**src/rtl/delay_alloc_pkg.sv**
```systemverilog
// delay_alloc_pkg: shared definitions for the delay-RAM allocator.
//   HALF          words per pipeline at the default address width
//   clr_state_e   encoding of the RAM clear engine FSM
//   FAIL_*        bit positions of the allocation reject reasons
//   helpers       half_words(), pipe_mask(), idx_width()
package delay_alloc_pkg;

  localparam int DEFAULT_ADDR_W = 16;

  // Each pipeline owns one half of the delay RAM.
  localparam int HALF = 2 ** (DEFAULT_ADDR_W - 1);

  typedef enum logic {
    CLR_IDLE  = 1'b0,
    CLR_CLEAR = 1'b1
  } clr_state_e;

  // Reject reasons; a request is rejected when any bit of the vector is set.
  localparam int FAIL_BOTH      = 0;  // both pipelines requested at once
  localparam int FAIL_ZERO      = 1;  // zero-length buffer
  localparam int FAIL_INIT      = 2;  // initial delay not inside the buffer
  localparam int FAIL_SPACE     = 3;  // not enough words left in the half
  localparam int FAIL_COUNT     = 4;  // pipeline already holds MAX_BUFS buffers
  localparam int FAIL_RESETTING = 5;  // pipeline has a clear pending or running
  localparam int FAIL_BUSY      = 6;  // previous request still being evaluated
  localparam int NUM_FAIL       = 7;

  function automatic int half_words(input int addr_w);
    return 1 << (addr_w - 1);
  endfunction

  function automatic logic [1:0] pipe_mask(input logic p);
    return p ? 2'b10 : 2'b01;
  endfunction

  function automatic int idx_width(input int n);
    return (n > 1) ? $clog2(n) : 1;
  endfunction

endpackage

```
**src/rtl/delay_allocator_if.sv**
```systemverilog
// delay_allocator_if: request, result, status and RAM-write signals of the
// delay allocator.
//   master: the controller (drives alloc_req/size/init and full_reset)
//   slave : the allocator   (drives results, status and the RAM write port)
//
// Pulse contract: alloc_req and full_reset are single-cycle pulses with no
// back-pressure. alloc_size/alloc_init are only meaningful in the alloc_req
// cycle. Every accepted alloc_req yields exactly one alloc_done or alloc_fail
// pulse two cycles later, unless a full_reset of the same pipeline aborts it.
// resetting is a level; mem_we is a level, one RAM word per cycle while high.
interface delay_allocator_if
  import delay_alloc_pkg::*;
#(
  parameter int ADDR_W   = 16,
  parameter int DATA_W   = 16,
  parameter int MAX_BUFS = 16
);
  localparam int IDX_W = idx_width(MAX_BUFS);

  logic [1:0]          alloc_req;
  logic [31:0]         alloc_size;
  logic [31:0]         alloc_init;
  logic [1:0]          full_reset;

  logic [1:0]          resetting;
  logic                alloc_done;
  logic                alloc_fail;
  logic                alloc_pipe;
  logic [IDX_W-1:0]    alloc_index;
  logic [ADDR_W-1:0]   alloc_base;
  logic [ADDR_W-1:0]   alloc_wptr;
  logic                mem_we;
  logic [ADDR_W-1:0]   mem_addr;
  logic [DATA_W-1:0]   mem_wdata;
  logic [2*ADDR_W-1:0] free_words;
  clr_state_e          clr_state;  // debug view of the clear engine FSM

  modport master (
    output alloc_req, alloc_size, alloc_init, full_reset,
    input  resetting, alloc_done, alloc_fail, alloc_pipe, alloc_index,
           alloc_base, alloc_wptr, mem_we, mem_addr, mem_wdata, free_words,
           clr_state
  );

  modport slave (
    input  alloc_req, alloc_size, alloc_init, full_reset,
    output resetting, alloc_done, alloc_fail, alloc_pipe, alloc_index,
           alloc_base, alloc_wptr, mem_we, mem_addr, mem_wdata, free_words,
           clr_state
  );

endinterface

```
**src/rtl/delay_clear_engine.sv**
```systemverilog
// delay_clear_engine: zeroes one pipeline's RAM half, one word per cycle.
//   clk, reset  clock, synchronous active-high reset
//   full_reset  per-pipeline clear request pulses
//   resetting   per-pipeline: clear pending or in progress
//   mem_we/mem_addr/mem_wdata  RAM write port (data always zero)
//   state       current FSM state (debug)
module delay_clear_engine
  import delay_alloc_pkg::*;
#(
  parameter int ADDR_W = 16,
  parameter int DATA_W = 16
)(
  input  logic              clk,
  input  logic              reset,
  input  logic [1:0]        full_reset,
  output logic [1:0]        resetting,
  output logic              mem_we,
  output logic [ADDR_W-1:0] mem_addr,
  output logic [DATA_W-1:0] mem_wdata,
  output clr_state_e        state
);

  localparam int OFS_W = ADDR_W - 1;

  clr_state_e       state_q, state_n;
  logic [1:0]       pend_q, pend_n;
  logic             cur_q, cur_n;
  logic [OFS_W-1:0] ofs_q, ofs_n;

  logic [1:0]       restart;
  logic [1:0]       pend_all;

  always_ff @(posedge clk) begin
    if (reset) begin
      state_q <= CLR_IDLE;
      pend_q  <= 2'b00;
      cur_q   <= 1'b0;
      ofs_q   <= '0;
    end else begin
      state_q <= state_n;
      pend_q  <= pend_n;
      cur_q   <= cur_n;
      ofs_q   <= ofs_n;
    end
  end

  always_comb begin
    // A request for the pipeline being cleared restarts it; any other
    // request joins the pending set, which is consulted in this same cycle
    // so a fresh request starts clearing on the very next cycle.
    restart  = (state_q == CLR_CLEAR) ? (full_reset & pipe_mask(cur_q)) : 2'b00;
    pend_all = pend_q | (full_reset & ~restart);

    state_n = state_q;
    pend_n  = pend_all;
    cur_n   = cur_q;
    ofs_n   = ofs_q;

    case (state_q)
      CLR_IDLE: begin
        if (|pend_all) begin
          state_n = CLR_CLEAR;
          cur_n   = ~pend_all[0];  // pipeline 0 wins a tie
          pend_n  = pend_all & ~pipe_mask(~pend_all[0]);
          ofs_n   = '0;
        end
      end
      CLR_CLEAR: begin
        if (|restart) begin
          ofs_n = '0;
        end else if (ofs_q == '1) begin
          ofs_n = '0;
          if (|pend_all) begin
            cur_n  = ~pend_all[0];
            pend_n = pend_all & ~pipe_mask(~pend_all[0]);
          end else begin
            state_n = CLR_IDLE;
          end
        end else begin
          ofs_n = ofs_q + OFS_W'(1);
        end
      end
      default: begin
        state_n = CLR_IDLE;
      end
    endcase
  end

  assign resetting = pend_q | ((state_q == CLR_CLEAR) ? pipe_mask(cur_q) : 2'b00);
  assign mem_we    = (state_q == CLR_CLEAR);
  assign mem_addr  = {cur_q, ofs_q};
  assign mem_wdata = '0;
  assign state     = state_q;

endmodule

```
**src/rtl/delay_allocator.sv**
```systemverilog
// delay_allocator: bump-pointer allocator of delay buffers in a RAM split
// between two pipelines, plus the RAM clear engine.
//   clk, reset  clock, synchronous active-high reset
//   bus         delay_allocator_if.slave: alloc_req/size/init, full_reset in;
//               alloc_done/fail/pipe/index/base/wptr, resetting, free_words,
//               mem_we/addr/wdata, clr_state out
// A request is captured into a one-entry stage, judged in the next cycle,
// and its result registered, so results appear two cycles after alloc_req.
module delay_allocator
  import delay_alloc_pkg::*;
#(
  parameter int ADDR_W   = 16,
  parameter int DATA_W   = 16,
  parameter int MAX_BUFS = 16
)(
  input  logic clk,
  input  logic reset,
  delay_allocator_if.slave bus
);

  localparam int IDX_W = idx_width(MAX_BUFS);
  localparam int CNT_W = $clog2(MAX_BUFS + 1);
  localparam logic [ADDR_W-1:0] HALF_V = ADDR_W'(half_words(ADDR_W));

  logic [1:0] resetting;

  delay_clear_engine #(.ADDR_W(ADDR_W), .DATA_W(DATA_W)) u_clear (
    .clk        (clk),
    .reset      (reset),
    .full_reset (bus.full_reset),
    .resetting  (resetting),
    .mem_we     (bus.mem_we),
    .mem_addr   (bus.mem_addr),
    .mem_wdata  (bus.mem_wdata),
    .state      (bus.clr_state)
  );

  // Per-pipeline bookkeeping: bump offset within the half and buffer count.
  logic [ADDR_W-1:0] ptr  [2];
  logic [CNT_W-1:0]  cnt  [2];
  logic [ADDR_W-1:0] free [2];

  // Evaluation stage.
  logic [1:0]  st_mask;
  logic        st_busy;
  logic        st_abort;
  logic [31:0] st_size;
  logic [31:0] st_init;
  logic        st_p;

  // Result registers.
  logic              done_q, fail_q, pipe_q;
  logic [IDX_W-1:0]  index_q;
  logic [ADDR_W-1:0] base_q, wptr_q;

  logic [NUM_FAIL-1:0] fail_vec;
  logic                abort;
  logic                accept;
  logic                reject;
  logic [ADDR_W-1:0]   new_base;
  logic [ADDR_W-1:0]   new_wptr;

  assign st_p = (st_mask == 2'b10);

  always_comb begin
    for (int p = 0; p < 2; p++) begin
      free[p] = HALF_V - ptr[p];
    end
  end

  always_comb begin
    fail_vec                 = '0;
    fail_vec[FAIL_BOTH]      = (st_mask == 2'b11);
    fail_vec[FAIL_ZERO]      = (st_size == 32'd0);
    fail_vec[FAIL_INIT]      = (st_init >= st_size);
    fail_vec[FAIL_SPACE]     = (st_size > 32'(free[st_p]));
    fail_vec[FAIL_COUNT]     = (cnt[st_p] == CNT_W'(MAX_BUFS));
    fail_vec[FAIL_RESETTING] = resetting[st_p];
    fail_vec[FAIL_BUSY]      = st_busy;

    // A full_reset of the requested pipeline in the capture cycle or in the
    // judging cycle silently drops the request.
    abort  = st_abort | (|(bus.full_reset & st_mask));
    accept = (|st_mask) & ~abort & ~(|fail_vec);
    reject = (|st_mask) & ~abort &  (|fail_vec);

    new_base = {st_p, ptr[st_p][ADDR_W-2:0]};
    new_wptr = new_base + st_init[ADDR_W-1:0];
  end

  always_ff @(posedge clk) begin
    if (reset) begin
      st_mask  <= 2'b00;
      st_busy  <= 1'b0;
      st_abort <= 1'b0;
      st_size  <= '0;
      st_init  <= '0;
      done_q   <= 1'b0;
      fail_q   <= 1'b0;
      pipe_q   <= 1'b0;
      index_q  <= '0;
      base_q   <= '0;
      wptr_q   <= '0;
      for (int p = 0; p < 2; p++) begin
        ptr[p] <= '0;
        cnt[p] <= '0;
      end
    end else begin
      st_mask  <= bus.alloc_req;
      st_busy  <= |st_mask;
      st_abort <= |(bus.full_reset & bus.alloc_req);
      if (|bus.alloc_req) begin
        st_size <= bus.alloc_size;
        st_init <= bus.alloc_init;
      end

      done_q <= accept;
      fail_q <= reject;
      if (accept || reject) begin
        pipe_q <= st_p;
      end
      if (accept) begin
        index_q <= cnt[st_p][IDX_W-1:0];
        base_q  <= new_base;
        wptr_q  <= new_wptr;
      end

      for (int p = 0; p < 2; p++) begin
        if (bus.full_reset[p]) begin
          ptr[p] <= '0;
          cnt[p] <= '0;
        end else if (accept && (st_p == p[0])) begin
          ptr[p] <= ptr[p] + st_size[ADDR_W-1:0];
          cnt[p] <= cnt[p] + CNT_W'(1);
        end
      end
    end
  end

  assign bus.resetting   = resetting;
  assign bus.alloc_done  = done_q;
  assign bus.alloc_fail  = fail_q;
  assign bus.alloc_pipe  = pipe_q;
  assign bus.alloc_index = index_q;
  assign bus.alloc_base  = base_q;
  assign bus.alloc_wptr  = wptr_q;
  assign bus.free_words  = {free[1], free[0]};

endmodule

```
**src/flat_wrapper.sv**
```systemverilog
// flat-port wrapper written by rule: the top's interface ports become plain ports
module delay_allocator_flat import delay_alloc_pkg::*;
#(
  parameter int ADDR_W   = 16,
  parameter int DATA_W   = 16,
  parameter int MAX_BUFS = 16
)
  (clk, reset, bus_alloc_req, bus_alloc_size, bus_alloc_init, bus_full_reset, bus_resetting, bus_alloc_done, bus_alloc_fail, bus_alloc_pipe, bus_alloc_index, bus_alloc_base, bus_alloc_wptr, bus_mem_we, bus_mem_addr, bus_mem_wdata, bus_free_words, bus_clr_state);
  delay_allocator_if #(.ADDR_W(ADDR_W), .DATA_W(DATA_W), .MAX_BUFS(MAX_BUFS)) bus_i ();
  input  logic clk;
  input  logic reset;
  input wire logic [$bits(bus_i.alloc_req)-1:0] bus_alloc_req;
  input wire logic [$bits(bus_i.alloc_size)-1:0] bus_alloc_size;
  input wire logic [$bits(bus_i.alloc_init)-1:0] bus_alloc_init;
  input wire logic [$bits(bus_i.full_reset)-1:0] bus_full_reset;
  output wire logic [$bits(bus_i.resetting)-1:0] bus_resetting;
  output wire logic [$bits(bus_i.alloc_done)-1:0] bus_alloc_done;
  output wire logic [$bits(bus_i.alloc_fail)-1:0] bus_alloc_fail;
  output wire logic [$bits(bus_i.alloc_pipe)-1:0] bus_alloc_pipe;
  output wire logic [$bits(bus_i.alloc_index)-1:0] bus_alloc_index;
  output wire logic [$bits(bus_i.alloc_base)-1:0] bus_alloc_base;
  output wire logic [$bits(bus_i.alloc_wptr)-1:0] bus_alloc_wptr;
  output wire logic [$bits(bus_i.mem_we)-1:0] bus_mem_we;
  output wire logic [$bits(bus_i.mem_addr)-1:0] bus_mem_addr;
  output wire logic [$bits(bus_i.mem_wdata)-1:0] bus_mem_wdata;
  output wire logic [$bits(bus_i.free_words)-1:0] bus_free_words;
  output wire logic [$bits(bus_i.clr_state)-1:0] bus_clr_state;
  assign bus_i.alloc_req = bus_alloc_req;
  assign bus_i.alloc_size = bus_alloc_size;
  assign bus_i.alloc_init = bus_alloc_init;
  assign bus_i.full_reset = bus_full_reset;
  assign bus_resetting = bus_i.resetting;
  assign bus_alloc_done = bus_i.alloc_done;
  assign bus_alloc_fail = bus_i.alloc_fail;
  assign bus_alloc_pipe = bus_i.alloc_pipe;
  assign bus_alloc_index = bus_i.alloc_index;
  assign bus_alloc_base = bus_i.alloc_base;
  assign bus_alloc_wptr = bus_i.alloc_wptr;
  assign bus_mem_we = bus_i.mem_we;
  assign bus_mem_addr = bus_i.mem_addr;
  assign bus_mem_wdata = bus_i.mem_wdata;
  assign bus_free_words = bus_i.free_words;
  assign bus_clr_state = bus_i.clr_state;
  delay_allocator #(.ADDR_W(ADDR_W), .DATA_W(DATA_W), .MAX_BUFS(MAX_BUFS)) u_core (.clk(clk), .reset(reset), .bus(bus_i));
endmodule
```
**config.mk**
```make
export PLATFORM = sky130hd
export DESIGN_NAME = delay_allocator_flat
export DESIGN_NICKNAME = d
export VERILOG_FILES = /design/src/rtl/delay_alloc_pkg.sv /design/src/rtl/delay_allocator_if.sv /design/src/rtl/delay_clear_engine.sv /design/src/rtl/delay_allocator.sv /design/src/flat_wrapper.sv
export SDC_FILE = /design/constraint.sdc
export NUM_CORES = 1
export LEC_CHECK = 0
export BUFFER_PORTS_ARGS = -buffer_cell sky130_fd_sc_hd__buf_4
export CAP_MARGIN = 20
export CORE_ASPECT_RATIO = 2
export CORE_UTILIZATION = 52
export DETAILED_ROUTE_END_ITERATION = 7
export PLACE_DENSITY = 0.74
export SLEW_MARGIN = 40
export SYNTH_ARGS = -nofsm -noshare
export SYNTH_HDL_FRONTEND = slang
export SYNTH_HIERARCHICAL = 1
export SYNTH_SLANG_ARGS = --single-unit
```
**constraint.sdc**
```tcl
create_clock -name clk -period 4.4 [get_ports clk]
set_input_delay 0.88 -clock clk [delete_from_list [all_inputs] [get_ports clk]]
set_output_delay 0.88 -clock clk [all_outputs]
set_load 0.03 [all_outputs]
```
==> flow_results.xml, run 1 <==
<?xml version="1.0" encoding="UTF-8"?>
<metrics>
  <group name="outcome">
    <metric name="outcome" unit="">finished, final reports clean</metric>
  </group>
  <group name="pwr">
    <metric name="power_density" unit="nW/um^2">310.8</metric>
    <metric name="vdd_drop_max" unit="uV">239.6</metric>
    <metric name="cellLeakagePower" unit="nW">5.628</metric>
    <metric name="post-layout-total-power" unit="mW">4.083</metric>
  </group>
  <group name="place">
    <metric name="place.port_buffers" unit="">160</metric>
    <metric name="detailed_place.area" unit="um^2">12370</metric>
    <metric name="place.gp.congestion" unit="">0.9413</metric>
    <metric name="dpl_worst_slack" unit="ps">-58.04</metric>
    <metric name="dp.final_hpwl" unit="mm">25.13</metric>
    <metric name="number_of_placed_cells_counting_well_taps" unit="">1709</metric>
  </group>
  <group name="setup_path">
    <metric name="criticalPathCategory" unit="">flip-flop to flip-flop</metric>
    <metric name="crit_buf_inv" unit="">0</metric>
    <metric name="reg2reg_slack" unit="ps">50</metric>
    <metric name="critical_path_peak_fanout" unit="">4</metric>
    <metric name="crit-reg2reg-launch" unit="">u_core/ptr[0][5]$_SDFFCE_PN0P_</metric>
    <metric name="timing.critical_path.arrival" unit="ps">4720</metric>
    <metric name="crit_path_start" unit="">u_core/ptr[0][5]$_SDFFCE_PN0P_</metric>
    <metric name="critical_path.startpoint_type" unit="">flip-flop</metric>
    <metric name="reg2reg_depth" unit="">14</metric>
    <metric name="regToRegEndpoint" unit="">u_core/bus.alloc_wptr[9]$_SDFFE_PP0N_</metric>
    <metric name="critPathSlowestCell" unit="">sky130_fd_sc_hd__or4_4</metric>
    <metric name="worstPathCellList" unit="">or4_4, or3_4, nor4_4, nand2_2, xor2_2, mux2i_1, ha_1, a21oi_1, o21ai_0, a221oi_2, nor2_1, or4_4, or4_1, a21oi_1</metric>
    <metric name="worst_setup_path_end_kind" unit="">flip-flop</metric>
    <metric name="crit_path_max_incr_delay" unit="ps">570</metric>
    <metric name="cp_data_required_time" unit="ps">4770</metric>
    <metric name="critPathTopFamily" unit="">simple AND/OR/NAND/NOR gates</metric>
  </group>
  <group name="hold_path">
    <metric name="holdPathEnd" unit="">u_core/bus.alloc_pipe$_SDFFE_PP0P_</metric>
    <metric name="worst_hold_path_depth" unit="">2</metric>
    <metric name="holdCritStartpoint" unit="">u_core/bus.alloc_pipe$_SDFFE_PP0P_</metric>
    <metric name="holdCritPathClass" unit="">flip-flop to flip-flop</metric>
  </group>
  <group name="routing">
    <metric name="first_pass_iters" unit="">5</metric>
    <metric name="via_count" unit="">10291</metric>
    <metric name="detail_route.iter0.violations" unit="">475</metric>
    <metric name="wire_per_inst" unit="um">18.65</metric>
    <metric name="route.detailed.drc" unit="">0</metric>
    <metric name="detail-route-antenna-nets" unit="">0</metric>
    <metric name="vias_per_cell" unit="">5.874</metric>
    <metric name="drt-total-wl" unit="mm">32.68</metric>
  </group>
  <group name="sta">
    <metric name="grt_setup_unrepaired" unit="">true</metric>
    <metric name="worst_hold_slack" unit="ps">454.5</metric>
    <metric name="fmaxAchievable" unit="MHz">230.1</metric>
    <metric name="tightestPinTransition" unit="ps">1015</metric>
    <metric name="timing.slew.headroom" unit="%">32.11</metric>
    <metric name="final.setup.tns" unit="ps">0</metric>
    <metric name="setup_viol_count_final" unit="">0</metric>
    <metric name="number_of_max_slew_violations_in_the_final_report" unit="">0</metric>
    <metric name="finalWorstSetupSlack" unit="ps">53.51</metric>
    <metric name="finClkSkew" unit="ps">10.53</metric>
    <metric name="hold_viol" unit="">0</metric>
    <metric name="fin_crit" unit="ps">4346</metric>
    <metric name="post-route-period-util" unit="%">98.78</metric>
  </group>
  <group name="clock_tree">
    <metric name="clk_path_buf_depth" unit="">2</metric>
    <metric name="insertion_delay" unit="ps">440</metric>
    <metric name="clk_root_buffer_cell" unit="">sky130_fd_sc_hd__clkbuf_16</metric>
    <metric name="holdBufCountCts" unit="">0</metric>
    <metric name="clkSlewWorstSetupHoldPaths" unit="ps">70</metric>
    <metric name="h-tree-depth" unit="">4</metric>
    <metric name="cts_tree" unit="">yes</metric>
    <metric name="cts_num_sinks" unit="">168</metric>
    <metric name="number_of_cts_inserted_buffers" unit="">17</metric>
  </group>
  <group name="grt">
    <metric name="global_route_wire_length_before_repair" unit="mm">49.51</metric>
    <metric name="antenna_found_initial" unit="">0</metric>
    <metric name="grt_start_max_net_pins" unit="">77</metric>
    <metric name="grt_use_met1" unit="%">31.89</metric>
    <metric name="first_global_vias" unit="">9724</metric>
    <metric name="grt_met2_usage" unit="%">56.00</metric>
    <metric name="grt_overflow" unit="">0</metric>
    <metric name="grt_use_total" unit="%">31.29</metric>
    <metric name="grt_use_met3" unit="%">4.913</metric>
    <metric name="busiest_layer" unit="">met2</metric>
  </group>
  <group name="synthesis">
    <metric name="postSynthAreaPerCell" unit="um^2">8.183</metric>
    <metric name="synthArstFlopShare" unit="%">0</metric>
    <metric name="ys_ff_latch" unit="">168</metric>
    <metric name="ys.warnings.count" unit="">6</metric>
    <metric name="yosysSeqAreaShare" unit="%">35.43</metric>
    <metric name="synth.largest_area_cell" unit="">sky130_fd_sc_hd__dfxtp_1</metric>
    <metric name="yosys-top-cells-area" unit="">sky130_fd_sc_hd__dfxtp_1, sky130_fd_sc_hd__edfxtp_1, sky130_fd_sc_hd__ha_1, sky130_fd_sc_hd__nand2_1, sky130_fd_sc_hd__a21oi_1</metric>
    <metric name="syn_inst" unit="">1305</metric>
    <metric name="post_synth_num_cell_types" unit="">67</metric>
    <metric name="combined_area_of_all_synthesized_cells" unit="um^2">10680</metric>
    <metric name="synth_top_area_share" unit="%">23.62</metric>
    <metric name="synth-edff-count" unit="">42</metric>
    <metric name="postSynth.topFlopCell" unit="">sky130_fd_sc_hd__dfxtp_1</metric>
  </group>
  <group name="finish">
    <metric name="num-nets-final" unit="">1648</metric>
    <metric name="post_route_cells_drive_above_1_share" unit="%">19.40</metric>
    <metric name="layout.cell_area.non_filler" unit="um^2">13140</metric>
    <metric name="final_cell_count_no_fill" unit="">1752</metric>
    <metric name="layout_stage_area_growth_over_the_synthesis_result" unit="%">23.01</metric>
    <metric name="n_antenna_cell" unit="">0</metric>
    <metric name="final_core_util" unit="%">65.67</metric>
    <metric name="layout_common_cells" unit="">sky130_fd_sc_hd__nand2_1, sky130_fd_sc_hd__buf_4, sky130_fd_sc_hd__a21oi_1, sky130_fd_sc_hd__dfxtp_1, sky130_fd_sc_hd__ha_1</metric>
    <metric name="final_common_cell" unit="">sky130_fd_sc_hd__nand2_1</metric>
    <metric name="final.fill_count" unit="">1736</metric>
  </group>
  <group name="die">
    <metric name="placementRows" unit="">73</metric>
    <metric name="design.core.area" unit="um^2">20000</metric>
    <metric name="initial_core_util" unit="%">53.39</metric>
    <metric name="die_x" unit="um">103.3</metric>
    <metric name="count_of_boundary_i_o_pins" unit="">177</metric>
    <metric name="design.die.area" unit="um^2">21150</metric>
    <metric name="chip_height" unit="um">204.7</metric>
  </group>
  <group name="flow_run">
    <metric name="cap_viol_max_count" unit="">0</metric>
  </group>
</metrics>
sequential cells by signal, summed over array words and instances (netlist names), 2 cells and up:
name / flops
u_core/bus.alloc_base: 16
u_core/bus.alloc_index: 4
u_core/bus.alloc_wptr: 16
u_core/cnt: 10
u_core/ptr: 32
u_core/st_init: 32
u_core/st_mask: 2
u_core/st_size: 32
u_core/u_clear/ofs_q: 15
u_core/u_clear/pend_q: 2
cell families after synthesis:
| family | after synthesis | synth area share, % |
|---|---|---|
| and+or+nand+nor | 506 | 22.43 |
| AOI/OAI and AO/OA | 300 | 16.38 |
| DFF | 168 | 35.43 |
| buffers and inverters | 137 | 5.858 |
| adders and majority gates | 101 | 12.04 |
| xor gates and xnor gates | 69 | 5.659 |
| muxes | 23 | 2.168 |
| other | 1 | 0.03512 |
tightest hold or removal path: cells and delay by family, from the launching register on:
kind / cells / cell delay, ps
compound gates: 1 / 50
simple gates: 1 / 50
flops: 1 / 310
Yosys cell counts (all sizes together) (4+ instances only):
cell type and count:
nor2b 10, o21a 5, nand3 56, inv 64, nor4 24, o2111ai 9
o21ai 60, xor2 26, buf 30, nand2b 10, a21o 6, dfxtp 126
a211oi 17, o31ai 6, nand3b 7, nor2 81, and4 4, or4 9
nand2 218, or3 9, a21oi 148, edfxtp 42, nor3 38, nand4 14
o211ai 4, a31oi 21, ha 98, and3 6, xnor2 43, or2 8
clkbuf 42, mux2i 22
how the worst max path moves through the flow:
stage | cells after the start | end
floorplan | 15 | u_core/bus.alloc_wptr[9]$_SDFFE_PP0N_
global placement | 15 | u_core/bus.alloc_wptr[9]$_SDFFE_PP0N_
detailed placement | 15 | u_core/bus.alloc_wptr[9]$_SDFFE_PP0N_
CTS | 14 | u_core/bus.alloc_wptr[9]$_SDFFE_PP0N_
global route | 15 | u_core/bus.alloc_wptr[9]$_SDFFE_PP0N_
finish | 14 | u_core/bus.alloc_wptr[9]$_SDFFE_PP0N_
report_power, final:
group	total (mW)	leakage (nW)	switching [mW]	internal, mW
registers	1.74	1.50	0.0952	1.64
logic	0.850	3.84	0.509	0.341
clock network	1.50	0.286	0.683	0.814
metal layers:
layer,part of all wire (%),vias to the layer above
li1,-,4968
met1,35,4838
met2,52,358
met3,4.6,127
met4,8.0,0
met5,0,-
area by class of cell:
| type | instances | area [um^2] | share of cell area (%) |
|---|---|---|---|
| Inverter | 64 | 240.2 | 1.829 |
| Clock inverter | 12 | 127.6 | 0.9715 |
| Timing Repair Buffer | 209 | 1623 | 12.35 |
| Clock buffer | 20 | 446.7 | 3.400 |
| Tap cell | 262 | 327.8 | 2.495 |
| Multi-Input combinational cell | 1017 | 6588 | 50.15 |
| Sequential cell | 168 | 3784 | 28.80 |
repair_timing:
item                                   CTS  global route
setup buffers                            0             8
cloned                                   0             3
pin swaps                                2            11
endpoints found under the hold margin    0             0
setup endpoints to repair               22           113
resized for setup                        2            32
Note: power is estimated with default switching activity, not from simulation.
==> inputs of run 2 (changes only) <==
==> constraint.sdc (replaced) <==
create_clock -name clk -period 4.4 [get_ports clk]
set_input_delay 0.88 -clock clk [delete_from_list [all_inputs] [get_ports clk]]
set_output_delay 0.88 -clock clk [all_outputs]
set_load 0.005 [all_outputs]
==> flow_results.xml, run 2 (synthesized netlist as in run 1, its figures left out) <==
<?xml version="1.0" encoding="UTF-8"?>
<metrics>
  <group name="sta">
    <metric name="worst_hold_slack" unit="ps">458.6</metric>
    <metric name="finalWorstSetupSlack" unit="ps">-80.40</metric>
    <metric name="hold_viol" unit="">0</metric>
    <metric name="fmaxAchievable" unit="MHz">223.2</metric>
    <metric name="timing.slew.headroom" unit="%">45.34</metric>
    <metric name="fin_crit" unit="ps">4480</metric>
    <metric name="number_of_max_slew_violations_in_the_final_report" unit="">0</metric>
    <metric name="post-route-period-util" unit="%">101.8</metric>
    <metric name="grt_setup_unrepaired" unit="">true</metric>
    <metric name="tightestPinTransition" unit="ps">819.9</metric>
    <metric name="finClkSkew" unit="ps">10.23</metric>
    <metric name="setup_viol_count_final" unit="">18</metric>
    <metric name="final.setup.tns" unit="ps">-1023</metric>
  </group>
  <group name="pwr">
    <metric name="cellLeakagePower" unit="nW">5.668</metric>
    <metric name="power_density" unit="nW/um^2">312.7</metric>
    <metric name="vdd_drop_max" unit="uV">257.3</metric>
  </group>
  <group name="clock_tree">
    <metric name="cts_tree" unit="">yes</metric>
    <metric name="cts_num_sinks" unit="">168</metric>
    <metric name="clk_root_buffer_cell" unit="">sky130_fd_sc_hd__clkbuf_16</metric>
    <metric name="clkSlewWorstSetupHoldPaths" unit="ps">70</metric>
    <metric name="holdBufCountCts" unit="">0</metric>
    <metric name="clk_path_buf_depth" unit="">2</metric>
    <metric name="insertion_delay" unit="ps">450</metric>
    <metric name="h-tree-depth" unit="">4</metric>
    <metric name="number_of_cts_inserted_buffers" unit="">17</metric>
  </group>
  <group name="setup_path">
    <metric name="crit_path_start" unit="">u_core/ptr[0][5]$_SDFFCE_PN0P_</metric>
    <metric name="worst_path_most_repeated_cell" unit="">sky130_fd_sc_hd__nand4_1</metric>
    <metric name="criticalPathCategory" unit="">flip-flop to flip-flop</metric>
    <metric name="worstPathCellList" unit="">or4_4, or3_4, or4_1, xor2_1, mux2i_1, ha_1, nand4_1, nor4_2, nor3_1, o31a_1, buf_12, nor4_4, nand4_1, buf_4, clkbuf_16, nor2_1</metric>
    <metric name="critical_path_peak_fanout" unit="">10</metric>
    <metric name="critPathSlowestCell" unit="">sky130_fd_sc_hd__or4_4</metric>
    <metric name="worst_setup_path_end_kind" unit="">flip-flop</metric>
    <metric name="crit_buf_inv" unit="">3</metric>
    <metric name="timing.critical_path.arrival" unit="ps">4790</metric>
    <metric name="critical_path.startpoint_type" unit="">flip-flop</metric>
    <metric name="critPathTopFamily" unit="">simple AND/OR/NAND/NOR gates</metric>
    <metric name="crit_path_max_incr_delay" unit="ps">560</metric>
    <metric name="reg2reg_slack" unit="ps">-80</metric>
    <metric name="cp_data_required_time" unit="ps">4710</metric>
    <metric name="crit-reg2reg-launch" unit="">u_core/ptr[0][5]$_SDFFCE_PN0P_</metric>
  </group>
  <group name="die">
    <metric name="initial_core_util" unit="%">53.39</metric>
    <metric name="design.core.area" unit="um^2">20000</metric>
    <metric name="placementRows" unit="">73</metric>
    <metric name="chip_height" unit="um">204.7</metric>
    <metric name="design.die.area" unit="um^2">21150</metric>
    <metric name="count_of_boundary_i_o_pins" unit="">177</metric>
    <metric name="die_x" unit="um">103.3</metric>
  </group>
  <group name="hold_path">
    <metric name="holdCritPathClass" unit="">flip-flop to flip-flop</metric>
    <metric name="holdCritStartpoint" unit="">u_core/bus.alloc_pipe$_SDFFE_PP0P_</metric>
  </group>
  <group name="flow_run">
    <metric name="cap_viol_max_count" unit="">0</metric>
  </group>
  <group name="grt">
    <metric name="grt_met2_usage" unit="%">57.79</metric>
    <metric name="grt_use_met3" unit="%">6.585</metric>
    <metric name="antenna_found_initial" unit="">0</metric>
    <metric name="grt_use_met1" unit="%">32.61</metric>
    <metric name="global_route_wire_length_before_repair" unit="mm">51.96</metric>
    <metric name="grt_use_total" unit="%">33.12</metric>
    <metric name="first_global_vias" unit="">10119</metric>
    <metric name="busiest_layer" unit="">met2</metric>
    <metric name="grt_start_max_net_pins" unit="">82</metric>
    <metric name="grt_overflow" unit="">0</metric>
  </group>
  <group name="routing">
    <metric name="via_count" unit="">10366</metric>
    <metric name="detail_route.iter0.violations" unit="">517</metric>
    <metric name="first_pass_iters" unit="">7</metric>
    <metric name="route.detailed.drc" unit="">0</metric>
    <metric name="wire_per_inst" unit="um">19.32</metric>
    <metric name="drt-total-wl" unit="mm">33.90</metric>
    <metric name="vias_per_cell" unit="">5.910</metric>
    <metric name="detail-route-antenna-nets" unit="">0</metric>
  </group>
  <group name="finish">
    <metric name="multiInputGateArea" unit="um^2">6481</metric>
    <metric name="final_cell_count_no_fill" unit="">1754</metric>
    <metric name="biggestRegsByFlops" unit="">u_core/ptr (32), u_core/st_init (32), u_core/st_size (32)</metric>
    <metric name="n_antenna_cell" unit="">0</metric>
    <metric name="layout_common_cells" unit="">sky130_fd_sc_hd__nand2_1, sky130_fd_sc_hd__buf_4, sky130_fd_sc_hd__a21oi_1, sky130_fd_sc_hd__dfxtp_1, sky130_fd_sc_hd__ha_1</metric>
    <metric name="ff_latch_area" unit="um^2">3784</metric>
    <metric name="post_route_cells_drive_above_1_share" unit="%">19.24</metric>
    <metric name="final.fill_count" unit="">1744</metric>
    <metric name="num-nets-final" unit="">1650</metric>
    <metric name="layout_stage_area_growth_over_the_synthesis_result" unit="%">23.25</metric>
    <metric name="final_common_cell" unit="">sky130_fd_sc_hd__nand2_1</metric>
  </group>
  <group name="outcome">
    <metric name="violations" unit="">setup timing</metric>
    <metric name="outcome" unit="">complete, but fails checks</metric>
  </group>
  <group name="place">
    <metric name="dp.final_hpwl" unit="mm">25.47</metric>
    <metric name="place.gp.congestion" unit="">0.9996</metric>
    <metric name="place.port_buffers" unit="">160</metric>
    <metric name="number_of_placed_cells_counting_well_taps" unit="">1715</metric>
  </group>
</metrics>
-- run 2: changes by cell type in the layout (fill, tap and decap cells not counted), sizes merged --
| cell | before | now |
|---|---|---|
| clkbuf | 20 | 22 |
| inv | 72 | 70 |
| buf | 209 | 210 |
| bufinv | 1 | 2 |
| clkinvlp | 0 | 1 |
| nand2 | 220 | 219 |
-- run 2: worst reg2reg max path, stage by stage (launching register included) --
cell	delay, ps
sky130_fd_sc_hd__edfxtp_1	380
sky130_fd_sc_hd__or4_4	560
sky130_fd_sc_hd__or3_4	370
sky130_fd_sc_hd__or4_1	430
sky130_fd_sc_hd__xor2_1	210
sky130_fd_sc_hd__mux2i_1	120
sky130_fd_sc_hd__ha_1	320
sky130_fd_sc_hd__nand4_1	120
sky130_fd_sc_hd__nor4_2	310
sky130_fd_sc_hd__nor3_1	120
sky130_fd_sc_hd__o31a_1	190
sky130_fd_sc_hd__buf_12	160
sky130_fd_sc_hd__nor4_4	300
sky130_fd_sc_hd__nand4_1	250
sky130_fd_sc_hd__buf_4	240
sky130_fd_sc_hd__clkbuf_16	160
sky130_fd_sc_hd__nor2_1	110
-- run 2: what timing repair did --
action | in CTS | in global routing
setup endpoints to repair | 24 | 121
resized for setup | 6 | 18
buffers inserted | 0 | 4
gates cloned | 1 | 2
hold endpoints to repair | 0 | 0
pin swaps | 3 | 1
-- run 2: layout make-up --
class                   instances  area share [%]
flip-flops and latches        168           28.75
inverters                      64           1.825
repair buffers                212           12.92
multi-input cells            1016           49.24
clock inverters                12           1.141
clock buffers                  20           3.632
well taps                     262           2.491
-- run 2: metrics by stage --
step                      area, um^2  util [%]  worst slack (ps)  total power [mW]
after floorplan                10770         -             95.91             2.210
after global placement         12320     61.59             13.62             2.490
after detailed placement       12350     61.74            -74.20             2.511
after CTS                      13010     65.06            -20.04             4.110
after global routing           13160     65.80            -308.2             4.276
final                          13160     65.80            -80.40             4.115
-- run 2: path summary, 6_finish.rpt --
kind,to,depth (start not counted)
max,u_core/cnt[1][3]$_SDFFCE_PN0P_,16
min,u_core/bus.alloc_pipe$_SDFFE_PP0P_,2
max reg2reg,u_core/cnt[1][3]$_SDFFCE_PN0P_,16
min reg2reg,u_core/bus.alloc_pipe$_SDFFE_PP0P_,2
-- run 2: routing by layer --
metal | routed length, um | part of all wire (%)
met5 | 0 | 0
met4 | 3260 | 9.6
met3 | 1938 | 5.7
met2 | 17440 | 51
met1 | 11260 | 33
-- run 2: power breakdown --
part / internal (mW) / switching [mW]
clock: 0.918 / 0.690
combinational: 0.341 / 0.436
sequential: 1.64 / 0.0905
==> inputs of run 3 (changes only) <==
BUFFER_PORTS_ARGS = -buffer_cell sky130_fd_sc_hd__clkbuf_2   (was -buffer_cell sky130_fd_sc_hd__buf_4)
==> flow_results.xml, run 3 (synthesized netlist as in run 1, its figures left out) <==
<?xml version="1.0" encoding="UTF-8"?>
<metrics>
  <group name="outcome">
    <metric name="outcome" unit="">finished, final reports clean</metric>
  </group>
  <group name="finish">
    <metric name="n_antenna_cell" unit="">0</metric>
    <metric name="layout_stage_area_growth_over_the_synthesis_result" unit="%">19.33</metric>
    <metric name="final_core_util" unit="%">63.71</metric>
    <metric name="post_route_cells_drive_above_1_share" unit="%">19.25</metric>
    <metric name="final_common_cell" unit="">sky130_fd_sc_hd__nand2_1</metric>
    <metric name="ff_latch_area" unit="um^2">3784</metric>
    <metric name="num-nets-final" unit="">1644</metric>
    <metric name="multiInputGateArea" unit="um^2">6540</metric>
    <metric name="layout_common_cells" unit="">sky130_fd_sc_hd__nand2_1, sky130_fd_sc_hd__clkbuf_2, sky130_fd_sc_hd__a21oi_1, sky130_fd_sc_hd__dfxtp_1, sky130_fd_sc_hd__ha_1</metric>
    <metric name="final.fill_count" unit="">1844</metric>
    <metric name="biggestRegsByFlops" unit="">u_core/ptr (32), u_core/st_init (32), u_core/st_size (32)</metric>
  </group>
  <group name="grt">
    <metric name="grt_overflow" unit="">0</metric>
    <metric name="first_global_vias" unit="">9782</metric>
    <metric name="grt_start_max_net_pins" unit="">81</metric>
    <metric name="grt_use_total" unit="%">32.55</metric>
    <metric name="antenna_found_initial" unit="">0</metric>
    <metric name="global_route_wire_length_before_repair" unit="mm">50.72</metric>
  </group>
  <group name="hold_path">
    <metric name="holdCritPathClass" unit="">flip-flop to flip-flop</metric>
    <metric name="holdCritStartpoint" unit="">u_core/st_init[28]$_SDFFE_PP0P_</metric>
  </group>
  <group name="die">
    <metric name="initial_core_util" unit="%">53.39</metric>
    <metric name="design.core.area" unit="um^2">20000</metric>
    <metric name="count_of_boundary_i_o_pins" unit="">177</metric>
    <metric name="placementRows" unit="">73</metric>
    <metric name="design.die.area" unit="um^2">21150</metric>
    <metric name="die_x" unit="um">103.3</metric>
    <metric name="chip_height" unit="um">204.7</metric>
  </group>
  <group name="pwr">
    <metric name="cellLeakagePower" unit="nW">5.514</metric>
    <metric name="vdd_drop_max" unit="uV">302.1</metric>
    <metric name="post-layout-total-power" unit="mW">4.022</metric>
    <metric name="power_density" unit="nW/um^2">315.6</metric>
  </group>
  <group name="setup_path">
    <metric name="timing.critical_path.arrival" unit="ps">4780</metric>
    <metric name="crit-reg2reg-launch" unit="">u_core/ptr[0][4]$_SDFFCE_PN0P_</metric>
    <metric name="criticalPathCategory" unit="">flip-flop to flip-flop</metric>
    <metric name="crit_path_max_incr_delay" unit="ps">540</metric>
    <metric name="cp_data_required_time" unit="ps">4790</metric>
    <metric name="critical_path_peak_fanout" unit="">4</metric>
    <metric name="worst_setup_path_end_kind" unit="">flip-flop</metric>
    <metric name="reg2reg_slack" unit="ps">20</metric>
    <metric name="critical_path.startpoint_type" unit="">flip-flop</metric>
    <metric name="critPathSlowestCell" unit="">sky130_fd_sc_hd__or4_4</metric>
    <metric name="crit_path_start" unit="">u_core/ptr[0][4]$_SDFFCE_PN0P_</metric>
    <metric name="worstPathCellList" unit="">or4_4, or3_4, or4_1, xor2_1, mux2i_1, ha_1, nand4_1, nor4_2, nor3_2, o31a_1, or4_4, or4_1, a21oi_1</metric>
  </group>
  <group name="sta">
    <metric name="fin_crit" unit="ps">4381</metric>
    <metric name="tightestPinTransition" unit="ps">803.0</metric>
    <metric name="fmaxAchievable" unit="MHz">228.2</metric>
    <metric name="grt_setup_unrepaired" unit="">true</metric>
    <metric name="setup_viol_count_final" unit="">0</metric>
    <metric name="hold_viol" unit="">0</metric>
    <metric name="finClkSkew" unit="ps">16.10</metric>
    <metric name="timing.slew.headroom" unit="%">46.27</metric>
    <metric name="number_of_max_slew_violations_in_the_final_report" unit="">0</metric>
    <metric name="post-route-period-util" unit="%">99.58</metric>
  </group>
  <group name="flow_run">
    <metric name="cap_viol_max_count" unit="">0</metric>
  </group>
  <group name="clock_tree">
    <metric name="clk_path_buf_depth" unit="">2</metric>
    <metric name="h-tree-depth" unit="">4</metric>
    <metric name="cts_num_sinks" unit="">168</metric>
    <metric name="cts_tree" unit="">yes</metric>
    <metric name="clk_root_buffer_cell" unit="">sky130_fd_sc_hd__clkbuf_16</metric>
    <metric name="holdBufCountCts" unit="">0</metric>
    <metric name="insertion_delay" unit="ps">460</metric>
    <metric name="clkSlewWorstSetupHoldPaths" unit="ps">80</metric>
    <metric name="number_of_cts_inserted_buffers" unit="">17</metric>
  </group>
  <group name="routing">
    <metric name="via_count" unit="">10389</metric>
    <metric name="detail-route-antenna-nets" unit="">0</metric>
    <metric name="route.detailed.drc" unit="">0</metric>
    <metric name="first_pass_iters" unit="">5</metric>
    <metric name="detail_route.iter0.violations" unit="">583</metric>
    <metric name="drt-total-wl" unit="mm">34.28</metric>
    <metric name="wire_per_inst" unit="um">19.61</metric>
    <metric name="vias_per_cell" unit="">5.943</metric>
  </group>
  <group name="place">
    <metric name="place.gp.congestion" unit="">0.9516</metric>
    <metric name="dp.final_hpwl" unit="mm">25.45</metric>
    <metric name="place.port_buffers" unit="">160</metric>
  </group>
</metrics>
run 3: critical path: cells and delay by family (launching register included):
kind            cells  cell delay [ps]
mux                 1              100
flops               1              400
simple gates        8             2980
xor+xnor            1              180
fa+ha+maj           1              310
compound gates      2              330
run 3: routing by layer:
metal,routed length [um],track usage [%],vias up
met5,0,0,-
met3,2151,6.312,169
met4,3011,26.11,0
li1,-,-,4945
met1,11460,32.57,4845
met2,17660,56.93,430
run 3: worst paths after layout:
check | end | cells after the start
setup reg to reg | u_core/bus.alloc_wptr[9]$_SDFFE_PP0N_ | 13
hold reg to reg | u_core/st_init[28]$_SDFFE_PP0P_ | 2
setup / recovery | u_core/bus.alloc_wptr[9]$_SDFFE_PP0N_ | 13
hold / removal | u_core/st_init[28]$_SDFFE_PP0P_ | 2
run 3: timing repair:
item | CTS | global route
buffers inserted | 2 | 3
pin swaps | 5 | 9
endpoints found under the setup margin | 30 | 120
endpoints found under the hold margin | 0 | 0
cloned | 0 | 4
resized for setup | 7 | 21
run 3: power by group:
group          switching (mW)  total (mW)  internal [mW]
Sequential             0.0941        1.73           1.64
Combinational           0.437       0.739          0.301
Clock                   0.713        1.55          0.836
run 3: stage by stage:
stage / hold slack [ps] / setup WS [ps] / std cells / area (um^2) / TNS (ps)
after floorplan: 435.6 / 95.91 / 1320 / 10770 / 0
after global placement: 445.7 / -21.15 / 1706 / 11850 / -21.15
after detailed placement: 450.7 / -46.61 / 1706 / 11850 / -190.6
after CTS: 460.1 / -69.73 / 1740 / 12500 / -382.1
after global routing: 483.9 / -171.6 / 1748 / 12740 / -5567
final: 460.6 / 18.50 / 1748 / 12740 / 0
run 3: final cells by class:
class | instances | share of cell area [%]
Tap cell | 262 | 2.572
Sequential cell | 168 | 29.69
Inverter | 64 | 1.885
Clock inverter | 14 | 1.188
Clock buffer | 18 | 3.535
Timing Repair Buffer | 206 | 9.809
Multi-Input combinational cell | 1016 | 51.32
